===== src/rtl/i2c_page_wr_master.sv =====
// i2c_page_wr_master
// I2C master write engine for the EEPROM path. On an accepted start it sends
// START, {dev_addr,W}, ADDR_BYTES word-address bytes, byte_cnt data bytes
// popped from the upstream FWFT FIFO, then STOP, and reports done/ack_err.
// Ports:
//   sys_clk, sys_rst_n   clock, asynchronous active-low reset
//   start                one-cycle request (ignored while busy)
//   dev_addr/word_addr/byte_cnt  transaction descriptor, latched on start
//   fifo_dout/fifo_empty/fifo_rd_en  FWFT FIFO head, empty flag, pop strobe
//   sda_i/sda_oe         sampled SDA, open-drain pull-down enable
//   scl                  push-pull SCL
//   busy/done/ack_err    status
module i2c_page_wr_master #(
  parameter int unsigned SYS_CLK_FREQ = 50_000_000,
  parameter int unsigned SCL_FREQ     = 250_000,
  parameter int unsigned ADDR_BYTES   = 2,
  parameter int unsigned PAGE_SIZE    = 32
) (
  input  logic        sys_clk,
  input  logic        sys_rst_n,
  input  logic        start,
  input  logic [6:0]  dev_addr,
  input  logic [15:0] word_addr,
  input  logic [5:0]  byte_cnt,
  input  logic [7:0]  fifo_dout,
  input  logic        fifo_empty,
  output logic        fifo_rd_en,
  input  logic        sda_i,
  output logic        sda_oe,
  output logic        scl,
  output logic        busy,
  output logic        done,
  output logic        ack_err
);

  localparam int unsigned QTR = SYS_CLK_FREQ / (4 * SCL_FREQ);
  localparam int unsigned QW  = (QTR > 1) ? $clog2(QTR) : 1;
  localparam logic [QW-1:0] QTR_LAST = QW'(QTR - 1);
  localparam logic [5:0]    PAGE_MAX = 6'(PAGE_SIZE);

  typedef enum logic [3:0] {
    S_IDLE, S_START, S_DEV, S_DEV_ACK, S_ADDR_H, S_AH_ACK,
    S_ADDR_L, S_AL_ACK, S_DATA, S_D_ACK, S_STOP, S_DONE
  } state_t;

  state_t        state_q, state_d;
  logic [QW-1:0] qcnt_q, qcnt_d;
  logic [1:0]    phase_q, phase_d;
  logic [2:0]    bitcnt_q, bitcnt_d;
  logic [7:0]    shift_q, shift_d;
  logic [5:0]    rem_q, rem_d;
  logic [6:0]    dev_q, dev_d;
  logic [15:0]   addr_q, addr_d;
  logic          need_load_q, need_load_d;
  logic          ack_err_q, ack_err_d;
  logic          scl_q, scl_d;
  logic          sda_oe_q, sda_oe_d;

  logic tick, bit_end, scl_bit;

  always_ff @(posedge sys_clk or negedge sys_rst_n) begin
    if (!sys_rst_n) begin
      state_q     <= S_IDLE;
      qcnt_q      <= '0;
      phase_q     <= '0;
      bitcnt_q    <= '0;
      shift_q     <= '0;
      rem_q       <= '0;
      dev_q       <= '0;
      addr_q      <= '0;
      need_load_q <= 1'b0;
      ack_err_q   <= 1'b0;
      scl_q       <= 1'b1;
      sda_oe_q    <= 1'b0;
    end else begin
      state_q     <= state_d;
      qcnt_q      <= qcnt_d;
      phase_q     <= phase_d;
      bitcnt_q    <= bitcnt_d;
      shift_q     <= shift_d;
      rem_q       <= rem_d;
      dev_q       <= dev_d;
      addr_q      <= addr_d;
      need_load_q <= need_load_d;
      ack_err_q   <= ack_err_d;
      scl_q       <= scl_d;
      sda_oe_q    <= sda_oe_d;
    end
  end

  always_comb begin
    state_d     = state_q;
    qcnt_d      = qcnt_q;
    phase_d     = phase_q;
    bitcnt_d    = bitcnt_q;
    shift_d     = shift_q;
    rem_d       = rem_q;
    dev_d       = dev_q;
    addr_d      = addr_q;
    need_load_d = need_load_q;
    ack_err_d   = ack_err_q;
    scl_d       = 1'b1;
    sda_oe_d    = 1'b0;
    fifo_rd_en  = 1'b0;

    tick    = (qcnt_q == QTR_LAST);
    bit_end = tick && (phase_q == 2'd3);
    scl_bit = (phase_q == 2'd1) || (phase_q == 2'd2);

    // Quarter timer free-runs in every active state; IDLE, DONE and the
    // FIFO-wait hold override it below.
    if (tick) begin
      qcnt_d  = '0;
      phase_d = phase_q + 2'd1;
    end else begin
      qcnt_d  = qcnt_q + 1'b1;
    end

    case (state_q)
      S_IDLE: begin
        qcnt_d  = '0;
        phase_d = '0;
        if (start) begin
          dev_d     = dev_addr;
          addr_d    = word_addr;
          rem_d     = (byte_cnt > PAGE_MAX) ? PAGE_MAX : byte_cnt;
          ack_err_d = 1'b0;
          state_d   = S_START;
        end
      end

      S_START: begin
        scl_d    = (phase_q < 2'd2);
        sda_oe_d = (phase_q != 2'd0);
        if (bit_end) begin
          shift_d  = {dev_q, 1'b0};
          bitcnt_d = '0;
          state_d  = S_DEV;
        end
      end

      S_DEV, S_ADDR_H, S_ADDR_L, S_DATA: begin
        if (state_q == S_DATA && need_load_q) begin
          // Byte due but nothing to send: freeze the bus with SCL low and
          // restart the bit at ph0 once the head byte has been taken.
          qcnt_d   = '0;
          phase_d  = '0;
          scl_d    = 1'b0;
          sda_oe_d = sda_oe_q;
          if (!fifo_empty) begin
            fifo_rd_en  = 1'b1;
            shift_d     = fifo_dout;
            need_load_d = 1'b0;
          end
        end else begin
          scl_d    = scl_bit;
          sda_oe_d = ~shift_q[7];
          if (bit_end) begin
            shift_d  = {shift_q[6:0], 1'b0};
            bitcnt_d = bitcnt_q + 3'd1;
            if (bitcnt_q == 3'd7) begin
              case (state_q)
                S_DEV:    state_d = S_DEV_ACK;
                S_ADDR_H: state_d = S_AH_ACK;
                S_ADDR_L: state_d = S_AL_ACK;
                default:  state_d = S_D_ACK;
              endcase
            end
          end
        end
      end

      S_DEV_ACK, S_AH_ACK, S_AL_ACK, S_D_ACK: begin
        scl_d = scl_bit;
        if (tick && phase_q == 2'd2 && sda_i) ack_err_d = 1'b1;
        if (state_q == S_D_ACK && bit_end) rem_d = rem_q - 6'd1;
        if (bit_end) begin
          bitcnt_d = '0;
          if (ack_err_q) begin
            state_d = S_STOP;
          end else begin
            case (state_q)
              S_DEV_ACK: begin
                shift_d = (ADDR_BYTES == 2) ? addr_q[15:8] : addr_q[7:0];
                state_d = (ADDR_BYTES == 2) ? S_ADDR_H : S_ADDR_L;
              end
              S_AH_ACK: begin
                shift_d = addr_q[7:0];
                state_d = S_ADDR_L;
              end
              S_AL_ACK: begin
                need_load_d = (rem_q != 6'd0);
                state_d     = (rem_q != 6'd0) ? S_DATA : S_STOP;
              end
              default: begin
                need_load_d = (rem_q != 6'd1);
                state_d     = (rem_q != 6'd1) ? S_DATA : S_STOP;
              end
            endcase
          end
        end
      end

      S_STOP: begin
        scl_d    = (phase_q != 2'd0);
        sda_oe_d = (phase_q < 2'd2);
        if (bit_end) state_d = S_DONE;
      end

      S_DONE: begin
        qcnt_d  = '0;
        phase_d = '0;
        state_d = S_IDLE;
      end

      default: state_d = S_IDLE;
    endcase
  end

  assign scl     = scl_q;
  assign sda_oe  = sda_oe_q;
  assign busy    = (state_q != S_IDLE) && (state_q != S_DONE);
  assign done    = (state_q == S_DONE);
  assign ack_err = ack_err_q;

endmodule


===== config.mk =====
export PLATFORM = sky130hd
export DESIGN_NAME = i2c_page_wr_master
export DESIGN_NICKNAME = d
export VERILOG_FILES = /design/src/rtl/i2c_page_wr_master.sv
export SDC_FILE = /design/constraint.sdc
export NUM_CORES = 1
export LEC_CHECK = 0
export ABC_AREA = 1
export BUFFER_PORTS_ARGS = -buffer_cell sky130_fd_sc_hd__buf_2
export CAP_MARGIN = 20
export CELL_PAD_IN_SITES_DETAIL_PLACEMENT = 0
export CELL_PAD_IN_SITES_GLOBAL_PLACEMENT = 2
export CORE_MARGIN = 1.5
export CORE_UTILIZATION = 36
export DETAILED_ROUTE_END_ITERATION = 10
export HOLD_SLACK_MARGIN = 0.08
export PLACE_DENSITY_LB_ADDON = 0.1
export SLEW_MARGIN = 20
export SYNTH_ARGS = -nofsm -noshare
export SYNTH_HDL_FRONTEND = slang
export SYNTH_SLANG_ARGS = --single-unit

===== constraint.sdc =====
create_clock -name sys_clk -period 2.89 [get_ports sys_clk]
set_input_delay 0.578 -clock sys_clk [delete_from_list [all_inputs] [get_ports sys_clk]]
set_output_delay 0.578 -clock sys_clk [all_outputs]
set_load 0.05 [all_outputs]

==> results of run 1 <==
[layout make-up]
cell class / count / area (um2) / share of cell area, %
flip-flops and latches: 56 / 1400 / 34.9
clock inverters: 2 / 38.8 / 0.964
well taps: 133 / 166 / 4.14
repair buffers: 52 / 285 / 7.09
multi-input cells: 356 / 1830 / 45.4
inverters: 57 / 219 / 5.44
clock buffers: 6 / 82.6 / 2.05
[placed cells by master (no fill, tap or decap), drive strengths merged]
master   netlist  routed
a21oi          8       8
buf           13      52
bufinv         0       1
clkbuf         2       6
clkinv         0       1
dfrtp         55      55
dfstp          1       1
ha             9       9
inv           57      57
nand2        184     184
nand3         58      58
nand4          4       4
nor2          44      44
nor3           5       5
nor3b          1       1
o2111ai        1       1
o211ai         2       2
o21ai         33      33
o22ai          2       2
o31ai          1       1
or2            1       1
xnor2          1       1
xor2           2       2
[critical path, cell delays in order, from the launching register on]
cell	delay (ns)
sky130_fd_sc_hd__dfrtp_1	0.64
sky130_fd_sc_hd__inv_4	0.08
sky130_fd_sc_hd__nor2_2	0.16
sky130_fd_sc_hd__nand3_2	0.07
sky130_fd_sc_hd__buf_4	0.22
sky130_fd_sc_hd__nor2_1	0.09
sky130_fd_sc_hd__buf_2	0.26
[per-stage QoR]
step / hold slack (ns) / instances / area, um2
CTS: 0.295 / 662 / 4020
global route: 0.314 / 662 / 4020
global placement: 0.456 / 654 / 3900
finish: 0.264 / 662 / 4020
detailed placement: 0.460 / 654 / 3900
floorplan: 0.282 / 484 / 3570
[sequential cells by signal (all words and copies together) (netlist names)]
register     count
addr_q          16
shift_q          8
dev_q            7
qcnt_q           6
rem_q            6
state_q          4
bitcnt_q         3
phase_q          2
ack_err          1
need_load_q      1
scl              1
sda_oe           1
[metal layers]
metal	wire length [um]	GRT usage, %	share of wire (%)
met5	0	0	0
met4	64	2.85	0.72
met3	233	2.24	2.6
met2	4110	31.3	46
met1	4530	25.9	51
[power by group]
group          internal, mW  switching [mW]
clock network         0.284           0.276
registers              1.09           0.233
logic                 0.772            1.57
[cells by family (layout without fill, tap and decap cells)]
group	after synthesis	in the layout	synth area share (%)
buffers and inverters	72	117	9.40
AO/OA/AOI/OAI	47	47	8.04
AND/OR/NAND/NOR	297	297	39.3
adder cells (fa/ha/maj)	9	9	3.16
flip-flops	56	56	39.3
XOR/XNOR	3	3	0.737
[worst max-delay path by stage]
stage	to	slack, ns	cells after the start
floorplan	busy	0.50	5
global placement	fifo_rd_en	0.84	6
detailed placement	fifo_rd_en	0.81	6
CTS	fifo_rd_en	0.46	6
global route	fifo_rd_en	0.36	6
finish	fifo_rd_en	0.46	6
==> run summary, run 1 <==
Data arrives at the worst endpoint at 1.85 ns. The tools report the final-report max-slew violation count as 0. Fill cells in the final layout number 1058. The floorplan step set the die height to 103 um. The flip-flop and latch count after synthesis works out to 56. Buffers inserted during clock tree synthesis total 5. The number of buffers on the longest clock path came out at 2. The clock reaches the later pin of the worst-skew pair after 0.31 ns.

The final critical path takes up 83.9% of the cycle. Setup violations remaining at the end of the flow were counted as 0. In this run the static leakage power is 2.18 nW. Clock-pin slew was measured on the worst setup and hold paths at 0.11 ns.

After detailed routing, the number of remaining DRC violations is 0. Power spread over the standard cell area amounts to 1050 mW/mm2. The overall power consumption came out at 4.23 mW. The type of element launching the critical path is a flop.

The number of cell rows was 36; the maximum clock frequency was 0.412 GHz. Entering global routing, the biggest net connects 34 pins. The flow ran to the end, and the final reports show no timing, DRC or antenna violations.

The tools report the overall via count from detail_route as 3098. The detailed placer's ending HPWL is 6.72 mm. After synthesis, the mean cell area works out to 7.37 um2. Of all cell types, the one taking the most synthesized area is sky130_fd_sc_hd__dfrtp_1.

Setup repair after global routing left no endpoint under its margin. The first global-routing pass estimated 15.0 mm of wire. The tools report the category of the worst setup path capture point as a primary output.

The via count of the first global-routing pass came out at 3019. Worst min-delay path category: in2async. The clock sink count was 56.

For this run, the share of the core covered by cells in the final layout is 41.5%. The startpoint identified for the worst register-to-register timing path is state_q[3]. The most critical setup path has its startpoint at state_q[3]. After technology mapping, the gate count stands at 484. Pin placement for this block handled 48 I/O pins. For this run, the detailed router's first-pass iteration total came to 4. Counting instances in the post-synthesis netlist gives the leading cell types as sky130_fd_sc_hd__nand2_1 (166), sky130_fd_sc_hd__dfrtp_1 (55), sky130_fd_sc_hd__inv_1 (51). The clock tree synthesis step divided the H-tree into 2 levels. For the number of antenna violations at the first check in global routing, the log shows 0. The number of enable-type register cells in the synthesized netlist is 0, and the diode insertion count for antenna repair is 0.

Required time of the critical path: 2.31 ns. Buffers inserted to repair hold after CTS numbered 0. After synthesis, the cell types taking the most area are sky130_fd_sc_hd__dfrtp_1 (39%), sky130_fd_sc_hd__nand2_1 (17%), sky130_fd_sc_hd__nand3_1 (6.9%), sky130_fd_sc_hd__inv_1 (5.4%), sky130_fd_sc_hd__nor2_1 (3.3%). The endpoint of the most critical register-to-register path is shift_q[5]. The first routing iteration left 82 violations.

The die area is 0.0105 mm2, and the count of antenna-violating nets left after detailed routing is 0. Prior to clock tree synthesis, the placed netlist has a worst setup slack of 0.810 ns. The final layout contains routed wiring with a total length of 8.94 mm. For this run the aggregate overflow at the end of global routing stands at 0.

When the netlist entered floorplanning its net count stood at 535. For the pin with the worst max-slew slack, the measured transition is 0.624 ns. Routability-driven placement finished with a final weighted congestion of 0.844.

The relative slew slack is 58.4%. For the final routed database, the setup TNS stands at 0 ns. The critical path in this run is classified as reg2out. Of all nets on the critical path, the largest fanout is 18. The hold violation total from the final report is 0, and the area added between synthesis and finish is 12.8%.

In this run the register-to-register setup slack is 0.87 ns. In the final layout, the share of cells above drive strength 1 is 21.2%. The number of warnings reported in the yosys synthesis log was 0; the number of violations of the max-capacitance limit was 0. The logic depth of the worst register-to-register path was 9; the horizontal die dimension was 103 um.

The overall fraction of global-route tracks in use was 18.5%. The routed wire length per instance works out to 13.5 um. In the synthesized netlist the dominant register cell turns out to be sky130_fd_sc_hd__dfrtp_1. For this run, the post-layout net count is 579. The tools report the initial core utilization as 36.8%.

Using the TritonRoute via totals, the vias-per-cell ratio works out to 4.68. The routed design could run at a clock period as short as 2.43 ns. Buffers added to address setup during post-CTS repair amount to 0.

The number of library cell types mapped by synthesis was 36; the number of buffers inserted by port buffering was 47. Across the routed clock network, the largest skew measured is 0.00512 ns. Clock root buffer: sky130_fd_sc_hd__clkbuf_8.

Counting flops with an async set or reset pin after synthesis yields a share of 100%. The mapped netlist covers 0.00357 mm2. Worst ir drop on vdd: 0.362 mV.

Gates resized during post-CTS repair numbered 0. The run gives 0.00968 mm2 as the area of the placeable core. The area share of the largest cell type after synthesis came out at 38.6%. Setup slack on the critical path of the routed design comes to 0.465 ns. By instance count, the leading cell after synthesis is sky130_fd_sc_hd__nand2_1.

The register area share after synthesis is 39.3%. TritonCTS built the clock tree.
Note: power is estimated with default switching activity, not from simulation.
==> inputs of run 2 (changes only) <==
--- a/config.mk
+++ b/config.mk
@@ -11,7 +11,7 @@
 export CELL_PAD_IN_SITES_DETAIL_PLACEMENT = 0
 export CELL_PAD_IN_SITES_GLOBAL_PLACEMENT = 2
 export CORE_MARGIN = 1.5
-export CORE_UTILIZATION = 36
+export CORE_UTILIZATION = 30
 export DETAILED_ROUTE_END_ITERATION = 10
 export HOLD_SLACK_MARGIN = 0.08
 export PLACE_DENSITY_LB_ADDON = 0.1
==> constraint.sdc (replaced) <==
create_clock -name sys_clk -period 2.1 [get_ports sys_clk]
set_input_delay 0.42 -clock sys_clk [delete_from_list [all_inputs] [get_ports sys_clk]]
set_output_delay 0.42 -clock sys_clk [all_outputs]
set_load 0.05 [all_outputs]
==> run 2 against run 1 <==
The run now ends with DRC left. Sequential share of layout area down 1.0 points. Flip-flop and latch count stayed put. Final cell count increased by 2.7%. Count of clock-buffer cells in the layout shrank 1. Combinational power up 43%. Clock power grew 59%. Die area is 19% higher. Largest cell class unchanged. Highest routed layer unchanged.
==> run summary, run 2 (synthesized netlist as in run 1, its figures left out) <==
The critical-path maximum fanout came out at 8 (-10). Register with the most flip-flops: addr_q. For the first-pass iteration count of the detailed router, the log shows 7 (+3). The detailed placer's ending HPWL was 6.90 mm (+2.6%); the number of vias per cell was 4.63 (-1.1%). The fraction of final layout cells sized beyond drive strength 1 was 23.1% (+1.9 points). The run gives 0 (unchanged) as the total of hold buffers inserted after clock tree synthesis. The tightest min-delay check is of the in2async type. The critical path goes through inv_2 > nand2_2 > nor2_1 > nor2_2 > buf_4. The count of antenna-violating nets left after detailed routing was 0 (unchanged).

For the reg2reg setup slack, the log shows 0.18 ns (-0.69 ns). The run gives 0 (unchanged) as the leftover overflow at the end of global routing. The final wirelength is 9.14 mm (+2.2%), and the overall die height is 112 um (+9.3%). The logic depth of the worst register-to-register path is 9 (unchanged), and the final layout net count is 587 (+1.4%).

For the internal portion of total power, the log shows 3.11 mW (+45%). The run finished, with violations left. The delay of the slowest cell on the worst path is 0.49 ns (-0.15 ns), and the clock input transition at the sequential cells of the worst setup and hold paths is 0.07 ns (-0.04 ns). Relative to the synthesized area, the layout overhead comes to 16.3%. The logs give 15.5 mm (+3.1%) for the global-route wire length before repair and 4.40 mm (-2.9%) for the length of routed wiring on met1. The run gives 31.0% (-5.9 points) as the initial core utilization. The utilization after layout was 36.0% (-5.5 points). The via count of the first global-routing pass was 3144 (+4.1%); the maximum clock frequency was 0.514 GHz. The start-to-end type of the worst setup path is reg2out. The run gives 0 (unchanged) as the hold violation total from the final report. The clock root buffer is sky130_fd_sc_hd__clkbuf_16. The clock sink count is 56 (unchanged).

The maximum number of pins on one net before global-route repair is 57 (+68%), and the leakage component of the power is 2.23 nW (+2.3%). The switching part of the total power was 48.6% (-0.58 points). The required time of the critical path is 1.68 ns (-0.63 ns). Number of violations of the max-capacitance limit: 0 (unchanged). STA classifies the critical path startpoint as a flop. The run gives 0.31 ns (about the same) as the latest clock arrival within the worst-skew pair. The final reports fail on DRC. The number of buffer and inverter stages on the critical path came out at 2 (-1). The power density over the cells works out to 1460 mW/mm2 (+39%). The logs give 39 (+8.3%) for the number of cell rows and 0 (unchanged) for the total setup buffers inserted after CTS. The worst ir drop on vdd came out at 0.450 mV (+25%). The met3 wirelength from detailed routing came out at 278 um (+19%). Setup repair after global routing left no endpoint under its margin.

The global placer's final weighted congestion was 0.774 (-8.3%); the area of the placeable core was 0.0115 mm2 (+19%). The total negative setup slack was 0 ns (unchanged); the horizontal die dimension was 112 um (+9.3%). The diode insertion count for antenna repair came out at 0 (unchanged).

Most frequent standard cell in the layout excluding fill and tap cells: sky130_fd_sc_hd__nand2_1. The fill cell total of the finished layout was 1264 (+19%); the transition time at the pin with the least slew margin was 0.481 ns (-0.144 ns). In the layout the commonest cells are sky130_fd_sc_hd__nand2_1 (166), sky130_fd_sc_hd__dfrtp_1 (54), sky130_fd_sc_hd__inv_1 (51), sky130_fd_sc_hd__nand3_1 (49), sky130_fd_sc_hd__buf_2 (45). In the final layout, the registers with the most flip-flops are addr_q x16, shift_q x8, dev_q x7. The worst-case setup margin in the final layout came out at 0.153 ns (-0.311 ns). The tools report the category of the worst setup path capture point as a primary output. The clock network power share was 14.8% (+1.5 points); the met2 routed wirelength was 4.35 mm (+5.7%). The total number of H-tree levels came out at 2 (unchanged). Largest delay contributor family on the critical path: flip-flops. The overall power consumption was 6.04 mW (+43%); the overall via count from detail_route was 3146 (+1.5%).

The smallest clock period supported by the final layout is computed as 1.95 ns. The number of buffers on the longest clock path was 2 (unchanged); the die area was 0.0125 mm2 (+19%). Initial DRC count: 134 (+63%). Highest metal layer with signal wires: met4.

The flip-flop count of the largest register after layout is 16 (unchanged), and the overall fraction of global-route tracks in use is 15.6% (-2.9 points). The run gives 0 (unchanged) as the final-report max-slew violation count. In this run the critical register-to-register path is launched from state_q[3]. The tools report the worst clock skew as 0.00705 ns (+0.00193 ns). The logs give 0 (unchanged) for the final setup violation count and 2 (+2) for the DRC violations left. For this design, the slowest cell found on the critical path is sky130_fd_sc_hd__dfrtp_1. The relative slew slack was 67.9% (+9.5 points).

Total CTS buffers: 5 (unchanged). The share of total power in sequential cells was 29.8% (-1.6 points). The run gives 1.53 ns (-0.32 ns) as the critical path data arrival time. The endpoint of the most critical register-to-register path is shift_q[6]. The number of antenna violations at the first check in global routing came out at 0 (unchanged). The number of placed I/O pins was 48 (unchanged); the number of buffers inserted by port buffering was 47 (unchanged).

The net load switching power was 2.94 mW (+41%); the final critical-path share of the clock period was 92.7%. The combinational power share came out at 55.4% (about the same). The worst slack at placement is 0.140 ns (-0.670 ns), and the routed wire length per instance is 13.4 um (-0.51%). TritonCTS built the clock tree.
## run 2: how the worst max path moves through the flow
stage | slack, ns | cells past startpoint | startpoint | endpoint
detailed placement | 0.14 | 9 | state_q[3] | shift_q[1]
finish | 0.15 | 5 | state_q[0] | busy
global placement | 0.19 | 9 | state_q[3] | shift_q[0]
floorplan | 0.03 | 5 | state_q[2] | fifo_rd_en
CTS | 0.02 | 5 | state_q[3] | busy
global route | 0.003 | 8 | state_q[0] | shift_q[1]
## run 2: timing repair
action                                 4_1_cts  5_1_grt
pin swaps                                    0        0
endpoints found under the hold margin        0        0
resized for setup                            2        5
setup endpoints to repair                    2        2
## run 2: layout make-up
| type | count | area (um2) | share of cell area (%) |
|---|---|---|---|
| clock buffers | 5 | 125 | 3.02 |
| flip-flops and latches | 56 | 1400 | 33.8 |
| clock inverters | 3 | 27.5 | 0.664 |
| multi-input cells | 356 | 1840 | 44.4 |
| well taps | 143 | 179 | 4.31 |
| repair buffers | 60 | 350 | 8.45 |
| inverters | 57 | 219 | 5.28 |
## run 2: layer usage
metal / up-vias / global-route usage (%)
met5: - / 0
met4: 0 / 4.56
met3: 7 / 3.13
met2: 47 / 25.9
met1: 1462 / 20.8
li1: 1630 / -
## run 2: metrics by stage
step,cells,hold slack (ns),area (um2)
finish,680,0.0982,4150
global route,680,0.139,4150
CTS,680,0.117,4130
detailed placement,672,0.451,3980
global placement,672,0.455,3980
floorplan,484,0.124,3570
## run 2: worst reg2reg max path, delay by kind of cell, from the launching register on
kind	cells	cell delay [ns]
AOI/OAI and AO/OA	1	0.35
buffers and inverters	1	0.18
DFF	1	0.48
and+or+nand+nor	7	0.82
## run 2: power by group through the flow
stage | sequential [mW] | clock, mW | combinational (mW)
finish | 1.80 | 0.894 | 3.35
global route | 1.85 | 0.969 | 3.83
CTS | 1.79 | 0.937 | 3.39
detailed placement | 1.81 | 0 | 3.38
global placement | 1.81 | 0 | 3.39
floorplan | 1.76 | 0 | 2.68
